### src/rtl/pipeline_ctrl.sv
// Pipeline control for a four-stage in-order core (fetch, decode, execute,
// memory, with writeback status fed back). Resolves load-use hazards, memory
// back-pressure, taken branches and writeback-stage trap/mret/wfi events into
// per-stage stall/invalidate controls, a fetch redirect, and trap commit
// signals for the CSR file.
module pipeline_ctrl (
  input  logic        clk,
  input  logic        reset,
  input  logic [4:0]  dec_rs1_addr,
  input  logic [4:0]  dec_rs2_addr,
  input  logic        dec_uses_rs1,
  input  logic        dec_uses_rs2,
  input  logic [4:0]  ex_hazard,
  input  logic [4:0]  mem_hazard,
  input  logic        ex_load,
  input  logic        mem_busy,
  input  logic        branch_taken,
  input  logic [31:0] branch_target,
  input  logic        wb_valid,
  input  logic        wb_exception,
  input  logic        wb_mret,
  input  logic        wb_wfi,
  input  logic [3:0]  wb_ecause,
  input  logic [31:0] wb_pc,
  input  logic [31:0] wb_next_pc,
  input  logic        irq_pending,
  input  logic [3:0]  irq_cause,
  input  logic [31:0] mtvec,
  input  logic [31:0] mepc,
  output logic [3:0]  stall,
  output logic [3:0]  invalidate,
  output logic        redirect_valid,
  output logic [31:0] redirect_pc,
  output logic        trap_take,
  output logic        trap_interrupt,
  output logic [3:0]  trap_cause,
  output logic [31:0] trap_pc,
  output logic        mret_take,
  output logic [31:0] hazard_cycles
);

  typedef enum logic [1:0] {
    RUN  = 2'd0,
    TRAP = 2'd1,
    WFI  = 2'd2
  } state_e;

  // Stage bit positions: bit0 fetch, bit1 decode, bit2 execute, bit3 memory.
  localparam logic [3:0] ALL_STAGES   = 4'b1111;
  localparam logic [3:0] FRONT_END    = 4'b0011;
  localparam logic [3:0] EX_STAGE     = 4'b0100;
  localparam logic [3:0] FETCH_ONLY   = 4'b0001;
  localparam logic [3:0] BEHIND_FETCH = 4'b1110;

  state_e      state_q, state_d;
  logic        trap_int_q, trap_int_d;
  logic [3:0]  trap_cause_q, trap_cause_d;
  logic [31:0] trap_pc_q, trap_pc_d;
  logic        ret_q, ret_d;            // pending TRAP is an mret return
  logic [31:0] hazard_cycles_q, hazard_cycles_d;

  logic hazard_rs1, hazard_rs2, load_use;
  logic wb_event;

  // A source only conflicts if it is really read and is not x0; execute-stage
  // producers only matter when they are loads (others are forwarded).
  assign hazard_rs1 = dec_uses_rs1 && (dec_rs1_addr != 5'd0) &&
                      ((ex_load && (dec_rs1_addr == ex_hazard)) ||
                       (dec_rs1_addr == mem_hazard));
  assign hazard_rs2 = dec_uses_rs2 && (dec_rs2_addr != 5'd0) &&
                      ((ex_load && (dec_rs2_addr == ex_hazard)) ||
                       (dec_rs2_addr == mem_hazard));
  assign load_use   = hazard_rs1 || hazard_rs2;

  assign wb_event = wb_valid && (wb_exception || wb_mret || wb_wfi || irq_pending);

  // Next-state, capture and per-stage control decode.
  always_comb begin
    // NOTE: every signal assigned here gets a default first so no path can
    // leave it unassigned and infer a latch.
    state_d         = state_q;
    trap_int_d      = trap_int_q;
    trap_cause_d    = trap_cause_q;
    trap_pc_d       = trap_pc_q;
    ret_d           = ret_q;
    hazard_cycles_d = hazard_cycles_q;
    stall           = 4'b0000;
    invalidate      = 4'b0000;
    redirect_valid  = 1'b0;
    redirect_pc     = 32'd0;
    trap_take       = 1'b0;
    mret_take       = 1'b0;

    unique case (state_q)
      RUN: begin
        if (wb_event) begin
          // Writeback event flushes everything, even under memory back-pressure.
          invalidate = ALL_STAGES;
          if (wb_exception) begin
            state_d      = TRAP;
            trap_int_d   = 1'b0;
            trap_cause_d = wb_ecause;
            trap_pc_d    = wb_pc;
            ret_d        = 1'b0;
          end else if (irq_pending) begin
            state_d      = TRAP;
            trap_int_d   = 1'b1;
            trap_cause_d = irq_cause;
            trap_pc_d    = wb_next_pc;
            ret_d        = 1'b0;
          end else if (wb_mret) begin
            state_d = TRAP;
            ret_d   = 1'b1;
          end else begin
            // Sleep; remember where to resume once an interrupt wakes us.
            state_d   = WFI;
            trap_pc_d = wb_next_pc;
            ret_d     = 1'b0;
          end
        end else if (mem_busy) begin
          stall = ALL_STAGES;
        end else if (branch_taken) begin
          redirect_valid = 1'b1;
          redirect_pc    = branch_target;
          invalidate     = FRONT_END;
        end else if (load_use) begin
          stall           = FRONT_END;
          invalidate      = EX_STAGE;
          hazard_cycles_d = hazard_cycles_q + 32'd1;
        end
      end

      TRAP: begin
        invalidate     = ALL_STAGES;
        redirect_valid = 1'b1;
        if (ret_q) begin
          mret_take   = 1'b1;
          redirect_pc = mepc;
        end else begin
          trap_take   = 1'b1;
          redirect_pc = mtvec;
        end
        ret_d   = 1'b0;
        state_d = RUN;
      end

      WFI: begin
        stall      = FETCH_ONLY;
        invalidate = BEHIND_FETCH;
        if (irq_pending) begin
          state_d      = TRAP;
          trap_int_d   = 1'b1;
          trap_cause_d = irq_cause;
          ret_d        = 1'b0;
        end
      end

      default: state_d = RUN;
    endcase

    // Reset holds the pipeline flushed and silences all commit strobes.
    if (reset) begin
      stall          = 4'b0000;
      invalidate     = ALL_STAGES;
      redirect_valid = 1'b0;
      redirect_pc    = 32'd0;
      trap_take      = 1'b0;
      mret_take      = 1'b0;
    end
  end

  // State and captured trap information, synchronous active-high reset.
  always_ff @(posedge clk) begin
    // NOTE: sequential state uses non-blocking assignments so every register
    // samples pre-edge values regardless of statement order.
    if (reset) begin
      state_q         <= RUN;
      trap_int_q      <= 1'b0;
      trap_cause_q    <= 4'd0;
      trap_pc_q       <= 32'd0;
      ret_q           <= 1'b0;
      hazard_cycles_q <= 32'd0;
    end else begin
      state_q         <= state_d;
      trap_int_q      <= trap_int_d;
      trap_cause_q    <= trap_cause_d;
      trap_pc_q       <= trap_pc_d;
      ret_q           <= ret_d;
      hazard_cycles_q <= hazard_cycles_d;
    end
  end

  assign trap_interrupt = trap_int_q;
  assign trap_cause     = trap_cause_q;
  assign trap_pc        = trap_pc_q;
  assign hazard_cycles  = hazard_cycles_q;

endmodule

### config.mk
export PLATFORM = sky130hd
export DESIGN_NAME = pipeline_ctrl
export DESIGN_NICKNAME = d
export VERILOG_FILES = /design/src/rtl/pipeline_ctrl.sv
export SDC_FILE = /design/constraint.sdc
export NUM_CORES = 1
export LEC_CHECK = 0
export ABC_AREA = 1
export BUFFER_PORTS_ARGS = -buffer_cell sky130_fd_sc_hd__buf_2
export CELL_PAD_IN_SITES_DETAIL_PLACEMENT = 0
export CELL_PAD_IN_SITES_GLOBAL_PLACEMENT = 1
export CORE_ASPECT_RATIO = 1.4
export CORE_MARGIN = 2
export CORE_UTILIZATION = 31
export DETAILED_ROUTE_END_ITERATION = 10
export MAX_ROUTING_LAYER = met4
export PLACE_DENSITY_LB_ADDON = 0.1
export SYNTH_ARGS = -nofsm -noshare
export SYNTH_HDL_FRONTEND = slang
export SYNTH_SLANG_ARGS = --single-unit
### constraint.sdc
create_clock -name clk -period 2.7 [get_ports clk]
set_input_delay 0.27 -clock clk [delete_from_list [all_inputs] [get_ports clk]]
set_output_delay 0.27 -clock clk [all_outputs]
set_load 0.02 [all_outputs]
==> flow_metrics.tcl <==
set metrics [dict create \
    outcome "finished, final reports clean" \
    slew_viol_final 0 \
    cp_data_arrival_time_ns 2.23 \
    syn_avg_cell_area_um2 6.55 \
    htreeDepth 3 \
    postCtsSetupRepairBufs 0 \
    nets 1263 \
    start_util_pct 31.3 \
    drt_iter0_drc 393 \
    power.total_w 0.00316 \
    vias 6185 \
    grt_usage_pct 23.9 \
    tns_ns 0 \
    multi_input_area_um2 3200 \
    rows 55 \
    io_buffers 311 \
    yosys-top-cells-area "dfxtp_1 29%, nand2_1 18%, a21oi_1 11%, mux2_2 7.2%, a22oi_1 4.8%" \
    ys.flop_type "dfxtp_1" \
    grt_overflow 0 \
    routed_wl_mm 20.4 \
    drc_errors 0 \
    rsz0062_at_grt "false" \
    cts_resized 0 \
    cts_tree "built" \
    antenna_found_initial 0 \
    syn_to_final_growth_pct 39.6 \
    final.fill_count 1781 \
    maxCapViolations 0 \
    yosys-top-cells-count "239 x nand2_1, 107 x a21oi_1, 72 x dfxtp_1, 48 x inv_1, 44 x nor2_1" \
    hold_path.class "input port to flop" \
    worstSetupStartpointType "flop" \
    synth_cell_type_count 31 \
    grt_max_degree 65 \
    synth.most_common_cell "nand2_1" \
    ys_seq_area_share_pct 28.7 \
    die_h_um 155 \
    yosysTopAreaCell "dfxtp_1" \
    gp_congestion 0.846 \
    worstSkewPairLatency_ns 0.34 \
    cpMaxStageDelayCell "dfxtp_1" \
    crit_type "flop to primary output" \
    path_clk_slew_ns 0.06 \
    drive_gt1_share_pct 36.3 \
    clock_skew_ns 0.00830 \
    critical_path.cell_chain "inv_1, ha_1, inv_1, nor2_1, nand2_1, nor2_2, buf_12, nand2_1, a21oi_1, buf_2" \
    syn_area_um2 5030 \
    ys_ff_latch 72 \
    powerDensity_nw_per_um2 450 \
    firstDrtPassIters 5 \
    vias_per_cell 4.90 \
    required_ns 2.43 \
    yosysTopAreaCellShare_pct 28.7 \
    die-area_um2 17300 \
    fin_crit_ns 2.50 \
    dp_hpwl_mm 15.9 \
    critPathMaxFanout 33 \
    ios 312 \
    coreArea_um2 16000 \
    relSlewSlack_pct 53.2 \
    grt_first_pass_wirelength_mm 32.0 \
    root_buffer "clkbuf_16" \
    cts_hold_buf 0 \
    cts.sinks 72 \
    synth-edff-count 0 \
    yosys_warnings 0 \
    clk_path_buf_depth 2 \
    p_leak_nw 3.43 \
    num_antenna_cells 0 \
    synth_nets 972 \
    grt_pass1_vias 6117 \
    critPathCaptureType "primary output" \
    ir_worst_vdd_uv 283 \
    worst_pin_slew_ns 0.702 \
    detail-route-antenna-nets 0 \
    period_share_pct 92.8 \
    die_w_um 112 \
    hold_viol_final 0 \
    seq_area_um2 1440 \
    cts_buffers 9 \
    fmax_mhz 399 \
    synthCells 767 \
    post_drt_wl_per_cell_um 16.2 \
    async_reset_ff_share_pct 0 \
    crit_path_max_incr_delay_ns 0.33 \
    setup_violations 0 \
]
==> final cells by class <==
| cell class | count | share of cell area (%) |
|---|---|---|
| Clock buffer | 11 | 3.46 |
| Multi-Input combinational cell | 603 | 45.6 |
| Clock inverter | 4 | 0.642 |
| Inverter | 50 | 2.67 |
| Tap cell | 199 | 3.55 |
| Sequential cell | 72 | 20.5 |
| Timing Repair Buffer | 322 | 23.6 |
==> metrics by stage <==
stage | setup WS (ns) | instances | util [%] | instance area (µm²) | hold WS (ns)
after CTS | 0.105 | 1261 | 43.7 | 7010 | 0.222
after global routing | 0.0225 | 1261 | 43.8 | 7020 | 0.236
after global placement | 0.550 | 1246 | 41.9 | 6720 | 0.445
after floorplan | 0.718 | 767 | - | 5030 | 0.451
final | 0.195 | 1261 | 43.8 | 7020 | 0.236
after detailed placement | 0.480 | 1246 | 41.9 | 6720 | 0.450
==> path summary, 6_finish.rpt <==
path / from / slack, ns / end / cells past startpoint
max: state_q[0] / 0.20 / redirect_pc[24] / 10
min: wb_ecause[0] / 0.24 / trap_cause[0] / 3
max reg2reg: state_q[0] / 0.59 / trap_pc[27] / 9
min reg2reg: trap_pc[29] / 0.46 / trap_pc[29] / 2
==> cells in the final DEF (no fill, tap or decap), drive strengths merged <==
cell / n
bufinv: 1
or2: 1
o21ai: 14
xnor2: 13
inv: 50
nor4: 1
nor2: 51
mux2i: 4
buf: 322
nor3: 21
mux2: 32
a21oi: 107
nand3b: 2
nand2: 240
a22oi: 32
clkbuf: 11
o211ai: 1
xor2: 19
nand3: 46
clkinv: 3
dfxtp: 72
ha: 5
nand4: 14
==> worst max-delay path: cells and delay by family, from the launching register on <==
kind / cells / cell delay [ns]
DFF: 1 / 0.33
and+or+nand+nor: 4 / 0.48
AOI/OAI and AO/OA: 1 / 0.17
buffers and inverters: 4 / 0.69
adders and majority gates: 1 / 0.22
==> per-layer routing <==
metal  routed length (µm)  vias to the layer above  global-route usage, %
met5                    0                        -                      -
met2                 9700                      227                   38.4
met4                  452                        0                   7.29
met1                 8750                     2783                   29.3
met3                 1520                       35                   6.70
li1                     -                     3140                      -
==> power by group <==
part,total [W],internal [W],switching [W],leakage [nW]
clock,0.00120,0.000731,0.000470,0.145
sequential,0.00114,0.00111,0.0000270,0.586
combinational,0.000818,0.000325,0.000493,2.70
==> sequential cells by signal (all words and copies together), names as in the netlist <==
name	count
hazard_cycles	32
ret_q	1
state_q	2
trap_cause	4
trap_interrupt	1
trap_pc	32
==> logic make-up after synthesis <==
group	Yosys count	synth area share, %
AOI/OAI and AO/OA	154	17.0
xor gates and xnor gates	32	5.58
buffers and inverters	92	7.74
and+or+nand+nor	376	31.8
DFF	72	28.7
muxes	36	7.97
adders and majority gates	5	1.24
Note: power is estimated with default switching activity, not from simulation.
